`config.mk`:
```
export PLATFORM = sky130hd
export DESIGN_NAME = box_physics
export DESIGN_NICKNAME = d
export VERILOG_FILES = /design/src/rtl/flappy_pkg.sv /design/src/rtl/rise_detect.sv /design/src/rtl/box_physics.sv
export SDC_FILE = /design/constraint.sdc
export NUM_CORES = 1
export LEC_CHECK = 0
export ABC_AREA = 1
export CORE_UTILIZATION = 25
export DETAILED_ROUTE_END_ITERATION = 16
export GPL_TIMING_DRIVEN = 1
export PLACE_DENSITY = 0.5
export RECOVER_POWER = 100
export SKIP_LAST_GASP = 1
export SYNTH_ARGS = -nofsm -noshare
export SYNTH_HDL_FRONTEND = slang
export SYNTH_SLANG_ARGS = --single-unit
```
`constraint.sdc`:
```
create_clock -name clk -period 4.7 [get_ports clk]
set_clock_uncertainty 0.05 [all_clocks]
set_input_delay 0.47 -clock clk [delete_from_list [all_inputs] [get_ports clk]]
set_output_delay 0.47 -clock clk [all_outputs]
set_load 0.01 [all_outputs]
```
`src/rtl/flappy_pkg.sv`:
```
// rtl/flappy_pkg.sv - shared screen/physics constants and state encoding
package flappy_pkg;

  // Screen geometry
  localparam int Y_START  = 232;
  localparam int Y_TOP    = 0;
  localparam int Y_BOTTOM = 479;
  localparam int BOX_H    = 16;
  localparam int Y_MAX    = Y_BOTTOM - BOX_H + 1;

  // Physics, in rows per frame tick
  localparam int GRAVITY  = 1;
  localparam int FLAP_VEL = -8;
  localparam int VMAX     = 10;

  typedef enum logic [1:0] {
    HOLD   = 2'b00,
    ACTIVE = 2'b01,
    DEAD   = 2'b10
  } state_t;

endpackage

```
`src/rtl/rise_detect.sv`:
```
// rtl/rise_detect.sv - registered copy of a level plus rising-edge pulse
module rise_detect (
  input  logic clk,
  input  logic rst_n,
  input  logic din,
  output logic rise
);

  logic din_q;

  // Remember last cycle's level so a new press can be told from a held one
  always_ff @(posedge clk or negedge rst_n) begin
    if (!rst_n) din_q <= 1'b0;
    else        din_q <= din;
  end

  assign rise = din & ~din_q;

endmodule

```
`src/rtl/box_physics.sv`:
```
// rtl/box_physics.sv - per-frame gravity/flap integrator for the player box
module box_physics
  import flappy_pkg::*;
(
  input  logic              clk,
  input  logic              hard_reset_n,
  input  logic              refr_tick,
  input  logic              game_en,
  input  logic              game_reset,
  input  logic              up,
  output logic [9:0]        box_y,
  output logic signed [7:0] box_vel,
  output logic              bound_hit,
  output logic              active
);

  localparam logic signed [7:0]  VEL_FLAP = 8'(FLAP_VEL);
  localparam logic signed [7:0]  VEL_MAX  = 8'(VMAX);
  localparam logic signed [7:0]  VEL_G    = 8'(GRAVITY);
  localparam logic signed [11:0] Y_TOP_S  = 12'(Y_TOP);
  localparam logic signed [11:0] Y_MAX_S  = 12'(Y_MAX);

  state_t              state, state_next;
  logic                up_rise;
  logic                flap_pend;
  logic                flap;
  logic                do_update;
  logic                floor_hit;
  logic                ceil_hit;
  logic signed [7:0]   v_inc, v_new;
  logic signed [11:0]  y_new;

  rise_detect u_up_rise (
    .clk   (clk),
    .rst_n (hard_reset_n),
    .din   (up),
    .rise  (up_rise)
  );

  // Candidate motion step; 12-bit signed so a flap near the ceiling goes negative instead of wrapping
  always_comb begin
    flap      = flap_pend | up_rise;
    v_inc     = box_vel + VEL_G;
    v_new     = flap ? VEL_FLAP : ((v_inc > VEL_MAX) ? VEL_MAX : v_inc);
    y_new     = $signed({2'b00, box_y}) + {{4{v_new[7]}}, v_new};
    ceil_hit  = (y_new < Y_TOP_S);
    floor_hit = (y_new >= Y_MAX_S);
    do_update = (state == ACTIVE) && game_en && refr_tick && !game_reset;
  end

  // State register
  always_ff @(posedge clk or negedge hard_reset_n) begin
    if (!hard_reset_n) state <= HOLD;
    else               state <= state_next;
  end

  // Next state: restart wins, losing game_en beats a same-cycle tick
  always_comb begin
    state_next = state;
    if (game_reset) begin
      state_next = HOLD;
    end else begin
      case (state)
        HOLD:    if (game_en) state_next = ACTIVE;
        ACTIVE: begin
          if (!game_en)                    state_next = DEAD;
          else if (refr_tick && floor_hit) state_next = DEAD;
        end
        DEAD:    state_next = DEAD;
        default: state_next = HOLD;
      endcase
    end
  end

  // FSM outputs
  always_comb begin
    active = (state == ACTIVE);
  end

  // Position, velocity, landing flag and pending-flap latch
  always_ff @(posedge clk or negedge hard_reset_n) begin
    if (!hard_reset_n) begin
      box_y     <= 10'(Y_START);
      box_vel   <= '0;
      bound_hit <= 1'b0;
      flap_pend <= 1'b0;
    end else if (game_reset) begin
      box_y     <= 10'(Y_START);
      box_vel   <= '0;
      bound_hit <= 1'b0;
      flap_pend <= 1'b0;
    end else begin
      if (refr_tick)                        flap_pend <= 1'b0;
      else if ((state == ACTIVE) && up_rise) flap_pend <= 1'b1;

      if (do_update) begin
        if (ceil_hit) begin
          box_y   <= 10'(Y_TOP);
          box_vel <= '0;
        end else if (floor_hit) begin
          box_y     <= 10'(Y_MAX);
          box_vel   <= '0;
          bound_hit <= 1'b1;
        end else begin
          box_y   <= y_new[9:0];
          box_vel <= v_new;
        end
      end
    end
  end

endmodule

```
# Word level (Yosys, flattened, before mapping)
# Cells that the tools add are included.
totals:
  regBits: 23
  output_inout_bits: 20
  wordCells: 53
op_classes:
  addsub: 2
  magnitude_cmp: 3
  eq_ne: 5
  n_mux: 22
  n_bitwise: 3
  n_reduce_logical: 12
op_table:
  columns: ["operator", "n"]
  rows:
  - ["two-way mux 8 bit", 6]
  - ["two-way mux 10 bit", 4]
  - ["adder 11 x 8 -> 12 bit", 1]
  - ["greater-or-equal comparator 12 x 10 -> 1 bit, second input constant", 1]
  - ["< comparator 12 x 1 -> 1 bit, second input constant", 1]
  - ["adder 8 x 2 -> 8 bit, second input constant", 1]
  - ["> comparator 8 x 5 -> 1 bit, second input constant", 1]
  - ["two-way mux 2 bit", 4]
  - ["two-way mux 1 bit", 7]
  - ["one-hot mux 2 bit (3 select lines)", 1]
  - ["logical AND 1 bit", 5]
  - ["!= test 4 x 3 -> 1 bit, second input constant", 1]
  - ["nonzero test 2 bit", 2]
  - ["!= test 3 bit, second input constant", 1]
  - ["AND reduction 3 bit", 1]
  - ["nonzero test 3 bit", 1]
  - ["== test 2 x 1 -> 1 bit, second input constant", 1]
  - ["== test 2 bit, second input constant", 1]
  - ["zero test 2 bit", 1]
  - ["!= test 2 bit, second input constant", 1]
  - ["AND reduction 2 bit", 1]
  - ["AND 1 bit", 1]
  - ["zero test 1 bit", 1]
  - ["inverter 1 bit", 1]
  - ["bitwise OR 1 bit", 1]

# Depth between registers and ports, before layout
# Gate-level depths: netlist of the first run.
depth:
  word_depth: 11
  mapped_depth: 26
  depth_no_buf: 26

# By module
# A second synthesis of the first run with hierarchy kept.
hier_totals:
  hier_cells: 284
  hier_area_um2: 1944.4
by_module_without_submodules:
  columns: ["mod", "n_inst", "cells_each", "area_each_um2", "seq_area_each_um2"]
  rows:
  - ["box_physics", 1, 281, 1909.3, 555.5]
  - ["rise_detect", 1, 3, 35.0, 25.0]

# Worst setup path before layout of the first run
# No wires, ideal clock.
synth_path:
  path_type: "register to register"
  from: "register box_vel[1]"
  to: "register bound_hit"
  setup_ns: 0.129
  arrival_ns: 2.895
  required_ns: 4.521
  slack_ns: 1.626
  path_stages_with_launch: 25
  n_path_buf: 0
  synth_period_minus_slack_ns: 3.074
  path_cell_list: "dfrtp_1 -> inv_1 -> ha_1 -> nor2_1 -> nor2_1 -> nor2_1 -> nor2_2 -> nand2_1 -> o21bai_2 -> nand2_1 -> nor2_1 -> ha_1 -> fa_1 -> nand3_1 -> nand3_1 -> nand2_1 -> nand3_1 -> nand2_1 -> nand3_2 -> nand2_4 -> nand2_4 -> nand2_8 -> nand2_4 -> nand2_2 -> o21ai_2"
synth_via:
  elab_chain_cells: 8
  word_cells_on_any_way: 10
  cone_classes: "add/sub: 2; order compare: 3; eq/ne: 1; mux: 2; reduce/logical: 2"
synth_rtl:
  columns: ["element", "line", "text"]
  rows:
  - ["start: declaration", "box_physics.sv:12", "output logic signed [7:0] box_vel,"]
  - ["start signal: assignment", "box_physics.sv:106", "box_vel <= v_new;"]
  - ["adder 8 x 2 -> 8 bit (*)", "box_physics.sv:43", "v_inc = box_vel + VEL_G;"]
  - ["> comparator 8 x 5 -> 1 bit", "box_physics.sv:44", "v_new = flap ? VEL_FLAP : ((v_inc > VEL_MAX) ? VEL_MAX : v_inc);"]
  - ["two-way mux 8 bit (*) (2 in series)", "box_physics.sv:44", null]
  - ["adder 11 x 8 -> 12 bit (*)", "box_physics.sv:45", "y_new = $signed({2'b00, box_y}) + {{4{v_new[7]}}, v_new};"]
  - ["< comparator 12 x 1 -> 1 bit or greater-or-equal comparator 12 x 10 -> 1 bit (tied branches)", "box_physics.sv:46, box_physics.sv:47", null]
  - ["!= test 2 bit (no source line) or nonzero test 2 bit (tied branches)", null, null]
  - ["AND reduction 3 bit (no source line) (*)", null, null]
  - ["end signal: assignment", "box_physics.sv:85", "bound_hit <= 1'b0;"]
  - ["end signal: assignment", "box_physics.sv:90", "bound_hit <= 1'b0;"]
  - ["end signal: assignment", "box_physics.sv:103", "bound_hit <= 1'b1;"]
  - ["end: declaration", "box_physics.sv:13", "output logic bound_hit,"]
# Every way passes the cells marked *; elsewhere a longest branch is shown, timed or not.
# A chain may end at the register's enable or synchronous reset.

# Final worst setup path of the first run
layout_path:
  from: "register box_vel[0]"
  to: "register bound_hit"
# Same word-level chain as after synthesis.

==> impl_metrics.toml, run 1 <==
[status]
result_of_the_run = "finished, final reports clean"

[clock_network]
worst_skew_pair.late_latency_ns = 0.27
cts-buffers-inserted = 3
cts_tree = "done"
post_cts.resized_instances = 0
h-tree-depth = 1
cts.path.max_buffers = 2
cts_num_sinks = 23
cts_post_setup_buffers_inserted = 0
cts.root.buffer_cell = "clkbuf_8"
cts_hold_buffers = 0
clk_pin_slew_worst_paths_ns = 0.09

[timing]
rsz_0062_raised_after_global_routing = "no"
max_clock_freq_ghz = 0.2610
final.period_utilization_pct = 81.53
finalSetupViolations = 0
final.setup.tns_ns = 0
layout_setup_ws_ns = 0.8680
timing.final.crit_period_ns = 3.832
max_slew_margin_pct = 24.50
hold_viol = 0
tightest_slew_ns = 1.129
slew_violations = 0

[place]
dp_slack_ns = 1.150
placer_congestion = 0.8668
hpwl_um = 4050
port-buffer-count = 25

[setup_path]
timing.reg2reg.worst_path_depth = 23
cp_max_fo = 10
type_of_element_launching_the_critical_path = "register"
worst_ep_required_time_ns = 4.80
worstSetupEndpointType = "register"
critPathArrivalTime_ns = 3.93
critical_path_class = "reg -> reg"

[route]
total_drc_errors_in_the_routed_layout = 0
ant_nets = 0
wire_per_inst_um = 12.23
detailroute.via_count = 1808
routed_via_density = 4.431
drtIter0Drc = 44
totalWireLength_um = 4991
detailedRoute.firstPassIterationCount = 4

[floorplan]
chipHeight_um = 91.38
initial_cell_density_of_the_core_pct = 25.84
coreArea_mm2 = 0.007727
rows = 32
boundaryPins = 26
die_w_um = 91.38
die_area_mm2 = 0.008349

[cells_and_area]
antenna_cells = 0
drive_above_1_share_pct = 10.46
fill_cells = 834
area.growth.synth_to_final_pct = 19.67
final_nets = 331

[power]
p_leak_nw = 1.224
power_switching_mw = 0.3714
switching_share_pct = 44.11
cell_internal_pwr_mw = 0.4705
power.sequential.fraction_pct = 32.0
clock_power_share_pct = 15.3
power.share.combinational_pct = 52.6
power_density_mw_per_mm2 = 352.3
vdd_ir_drop_max_mv = 0.07169

[grt]
globalRouteTotalUtil_pct = 12.77
grt_pass1_vias = 1847
grt_first_pass_wirelength_um = 8666
overflow = 0
grt_antenna_before_repair = 0
maximum_number_of_pins_on_one_net_before_global_route_repair = 24

[synth]
syn-num-nets = 302
number_of_flops_mapped_to_enable_cells_by_yosys = 0
synth_top_cell_by_area = "dfrtp_1"
synth-seq-area-share_pct = 29.07
netlist-cell-type-count = 38
synthesis.area_per_instance_um2 = 7.183
yosys_warnings = 0
post-synth-top-area-fraction_pct = 23.81
yosys_register_bits = 23
syn_std_cell_area_mm2 = 0.001997
synth_flop_cell = "dfrtp_1"
synth_most_common_cell = "nand2_1"
synth_cells = 278
synth_async_sr_flop_share_pct = 100.0
synth.top_cells.by_count = "nand2_1 (88), inv_1 (33), nand3_1 (22), nor2_1 (22), dfrtp_1 (19)"
synth_top_cells_by_area = "dfrtp_1 (24%), nand2_1 (17%), ha_1 (11%)"

[flow_run]
cap_violations = 0

[worst_hold_path]
hold_path.class = "reg -> reg"
worst_hold_path.num_cells = 2
worst max-delay path, stage by stage (launching register included):
cell and delay (ns):
dfrtp_1 0.43, ha_1 0.22, nand3_1 0.12, nor3_1 0.20, xnor2_1 0.17, nand2_1 0.07, o21bai_1 0.25, nand2_1 0.14
nor2_1 0.15, ha_1 0.24, fa_1 0.30, nand3_1 0.10, nand3_1 0.13, nand2_1 0.09, nand2_1 0.08, nand2_1 0.05
nand2_1 0.09, nand3_1 0.11, nand2_1 0.18, nand2_1 0.19, nand2_8 0.15, nand2_4 0.08, nand2_1 0.08, o21ai_2 0.05
cell usage in the layout (no fill, tap or decap), types with 6 or more instances in the layout:
cell type / synthesis / layout
a21oi_1: 7 / 7
inv_1: 33 / 33
o21ai_0: 4 / 7
nand2_1: 88 / 91
dfrtp_1: 19 / 19
nand3_1: 22 / 23
nand2_2: 7 / 6
dlygate4sd3_1: 0 / 23
nor2_1: 22 / 22
ha_1: 17 / 17
cell families (layout without fill, tap and decap cells):
kind of cell    after synthesis  in the layout  synth area share, %
xor+xnor                      7              7                3.070
buf+inv                      38             66                7.393
fa+ha+maj                    18             18                11.65
compound gates               29             29                9.524
flops                        23             23                29.07
simple gates                163            163                39.29
layer usage:
| layer | track usage [%] | up-vias | wire (um) |
|---|---|---|---|
| met5 | 0 | - | 0 |
| met4 | 3.704 | 0 | 72 |
| met3 | 0.8375 | 6 | 108 |
| met2 | 22.16 | 28 | 2389 |
| met1 | 16.99 | 828 | 2420 |
| li1 | - | 946 | - |
final timing paths:
check | start | to | slack [ns]
worst max-delay path | box_vel[0] | bound_hit | 0.87
worst min-delay path | state[1] | state[1] | 0.43
worst max register to register | box_vel[0] | bound_hit | 0.87
worst min register to register | state[1] | state[1] | 0.43
max in group asynchronous | hard_reset_n | box_y[1] | 3.11
min in group asynchronous | hard_reset_n | state[0] | 0.82
registers in the layout, indices dropped and copies added (netlist names):
signal	cells
state	2
box_vel	8
u_up_rise.din_q	1
flap_pend	1
box_y	10
bound_hit	1
cell type report:
| type | instances | area (um2) | share of cell area [%] |
|---|---|---|---|
| Sequential cell | 23 | 580.6 | 24.29 |
| Clock buffer | 4 | 45.04 | 1.885 |
| Inverter | 36 | 140.1 | 5.864 |
| Timing Repair Buffer | 26 | 254.0 | 10.63 |
| Multi-Input combinational cell | 217 | 1242 | 51.99 |
| Tap cell | 102 | 127.6 | 5.340 |
through the flow:
stage	cell area [um2]	cells	utilization [%]	hold WS, ns	power, mW
3_5_place_dp	2375	404	30.73	0.4153	0.7527
4_1_cts	2420	408	31.31	0.4369	0.8829
3_3_place_gp	2375	404	30.73	0.4100	0.7535
5_1_grt	2390	408	30.93	0.4570	0.9256
6_report	2390	408	30.93	0.4273	0.8419
2_1_floorplan	1997	278	-	0.1244	0.5996
power by group through the flow:
stage | Sequential [mW] | Clock [mW] | Combinational, mW
after floorplan | 0.280 | 0 | 0.319
after CTS | 0.273 | 0.132 | 0.477
after global placement | 0.277 | 0 | 0.476
final | 0.270 | 0.129 | 0.443
after global routing | 0.277 | 0.138 | 0.510
after detailed placement | 0.277 | 0 | 0.476
(Power assumes the default switching activity.)
==> run 2, diff against run 1 <==
- PLACE_DENSITY: 0.5 -> 0.52
- clock period: 4.7 -> 3.1 ns (I/O delays scaled with it)
==> run 2 against run 1 <==
Net effect:
- the run now ends with setup timing left
- wire length up 27%
- global-route usage increased by 3.1 points
- count of clock-buffer cells in the layout is 1 lower
- non-clock buffer count increased by 83
- cell count up 21%
- worst setup slack got worse by 1.0 ns
- die area unchanged
- critical endpoint unchanged
==> impl_metrics.toml, run 2 (synthesis results as in run 1) <==
[cells_and_area]
antenna_cells = 0
area.growth.synth_to_final_pct = 74.56
layout_commonest_cell = "buf_4"
largest_reg_flops = 10
drive_above_1_share_pct = 49.49
most-common-layout-cells = "buf_4 (77), nand2_1 (61), inv_1 (31)"
layout.core_utilization_pct = 45.11
largest_reg_by_ff_count = "box_y"
biggestRegsByFlops = "box_y x10, box_vel x8, state x2"
final_nets = 415
final_cell_count_no_fill = 492

[clock_network]
cts.root.buffer_cell = "clkbuf_8"
h-tree-depth = 1
clk_pin_slew_worst_paths_ns = 0.09
cts_num_sinks = 23
cts.path.max_buffers = 2
worst_skew_pair.late_latency_ns = 0.27
cts_tree = "done"
cts-buffers-inserted = 3

[power]
power.share.combinational_pct = 65.8
clock_power_share_pct = 10.8
switching_share_pct = 41.75
power_switching_mw = 0.7622
power_density_mw_per_mm2 = 523.8
vdd_ir_drop_max_mv = 0.1416
p_leak_nw = 1.726
power.sequential.fraction_pct = 23.4
cell_internal_pwr_mw = 1.064

[floorplan]
rows = 32
die_area_mm2 = 0.008349
coreArea_mm2 = 0.007727
chipHeight_um = 91.38
die_w_um = 91.38
boundaryPins = 26
initial_cell_density_of_the_core_pct = 25.84

[route]
drtIter0Drc = 86
total_drc_errors_in_the_routed_layout = 0
ant_nets = 0
detailedRoute.firstPassIterationCount = 4
totalWireLength_um = 6318
routed_via_density = 4.449
wire_per_inst_um = 12.84
detailroute.via_count = 2189

[setup_path]
type_of_element_launching_the_critical_path = "register"
critPathArrivalTime_ns = 3.36
worst_ep_required_time_ns = 3.21
worstSetupEndpointType = "register"
critical_path_class = "reg -> reg"
cp_max_fo = 7

[place]
place.detailed.instances = 448
hpwl_um = 4369
placer_congestion = 0.8762
port-buffer-count = 25

[status]
result_of_the_run = "finished with violations"
violations = "setup timing"

[grt]
globalRouteTotalUtil_pct = 15.90
grt_first_pass_wirelength_um = 10690
grt_pass1_vias = 2309
grt_antenna_before_repair = 0
maximum_number_of_pins_on_one_net_before_global_route_repair = 23
overflow = 0

[timing]
finalSetupViolations = 18
final.period_utilization_pct = 104.9
layout_setup_ws_ns = -0.1511
holdWs_ns = 0.4297
rsz_0062_raised_after_global_routing = "yes"
max_clock_freq_ghz = 0.3076
tightest_slew_ns = 1.040
max_slew_margin_pct = 30.45
slew_violations = 0
hold_viol = 0
timing.final.crit_period_ns = 3.251

[worst_hold_path]
hold_path.class = "reg -> reg"

[flow_run]
cap_violations = 0
-- run 2: changes by cell type in the layout (fill, tap and decap cells not counted), moves of 4 or more --
cell,change
dlygate4sd3_1,-15
nor2_1,-5
nand2_1,-30
nand3_2,+11
o21ai_0,-5
buf_4,+77
ha_4,+7
ha_1,-7
nor2_4,+4
nand2_2,+22
clkdlybuf4s50_1,+15
nand3_1,-13
nand2_4,+8
-- run 2: routing by layer --
metal / vias up / part of all wire [%] / wire [um] / global-route usage, %
li1: 1112 / - / - / -
met1: 1042 / 44 / 2780 / 19.46
met2: 26 / 53 / 3343 / 29.17
met3: 9 / 1.4 / 89 / 1.256
met4: 0 / 1.7 / 105 / 5.291
met5: - / 0 / 0 / 0
-- run 2: power groups by stage --
stage / combinational (mW) / sequential (mW) / clock [mW]
after global routing: 1.31 / 0.436 / 0.210
after floorplan: 0.484 / 0.425 / 0
after global placement: 0.854 / 0.421 / 0
after CTS: 1.08 / 0.428 / 0.197
final: 1.20 / 0.428 / 0.197
after detailed placement: 0.862 / 0.422 / 0
-- run 2: repair_timing --
item / CTS / global route
resized for setup: 55 / 42
hold buffers: 0 / 0
endpoints found under the setup margin: 20 / 20
setup buffers: 34 / 5
gates cloned: 1 / 0
pin swaps: 9 / 15
-- run 2: worst max-delay path, stage by stage (launching register included) --
cell and delay (ns):
dfrtp_2 0.47, ha_4 0.20, xor2_2 0.15, nor2_1 0.12, nor2_1 0.06, nor2_2 0.09
nand2_2 0.07, o21bai_4 0.21, nand2_4 0.10, nor2_4 0.14, ha_4 0.24, or2_4 0.26
nand3_4 0.10, nand2_2 0.06, nand2_2 0.08, nand2_2 0.06, nor2_2 0.09, nand3_2 0.11
nand2_4 0.11, nand2_4 0.08, nand2_8 0.10, nand2_4 0.07, nand2_2 0.07, o21ai_2 0.05
-- run 2: final timing paths --
check | cells after the start | slack [ns] | from | end
worst max-delay path | 23 | -0.15 | box_vel[0] | bound_hit
worst min-delay path | 2 | 0.43 | state[1] | state[1]
worst max register to register | 23 | -0.15 | box_vel[0] | bound_hit
worst min register to register | 2 | 0.43 | state[1] | state[1]
max in group asynchronous | 2 | 1.62 | hard_reset_n | box_y[3]
min in group asynchronous | 1 | 0.61 | hard_reset_n | box_y[2]
-- run 2: area by class of cell --
class,count,area (um2)
well taps,102,127.6
inverters,36,140.1
fillers,746,4242
flip-flops and latches,23,584.3
repair buffers,109,913.4
clock inverters,1,5.005
multi-input cells,217,1669
clock buffers,3,41.29
repair inverters,1,5.005
-- run 2: stage by stage --
| step | cell area, um2 | TNS [ns] | setup WS (ns) | power, mW |
|---|---|---|---|---|
| 6_report | 3486 | -1.533 | -0.1511 | 1.826 |
| 5_1_grt | 3486 | -5.023 | -0.3392 | 1.960 |
| 4_1_cts | 3298 | -0.8846 | -0.1176 | 1.708 |
| 3_5_place_dp | 2718 | -3.967 | -0.3067 | 1.284 |
| 3_3_place_gp | 2718 | -3.194 | -0.2591 | 1.275 |
| 2_1_floorplan | 1997 | 0 | 0.02556 | 0.9091 |
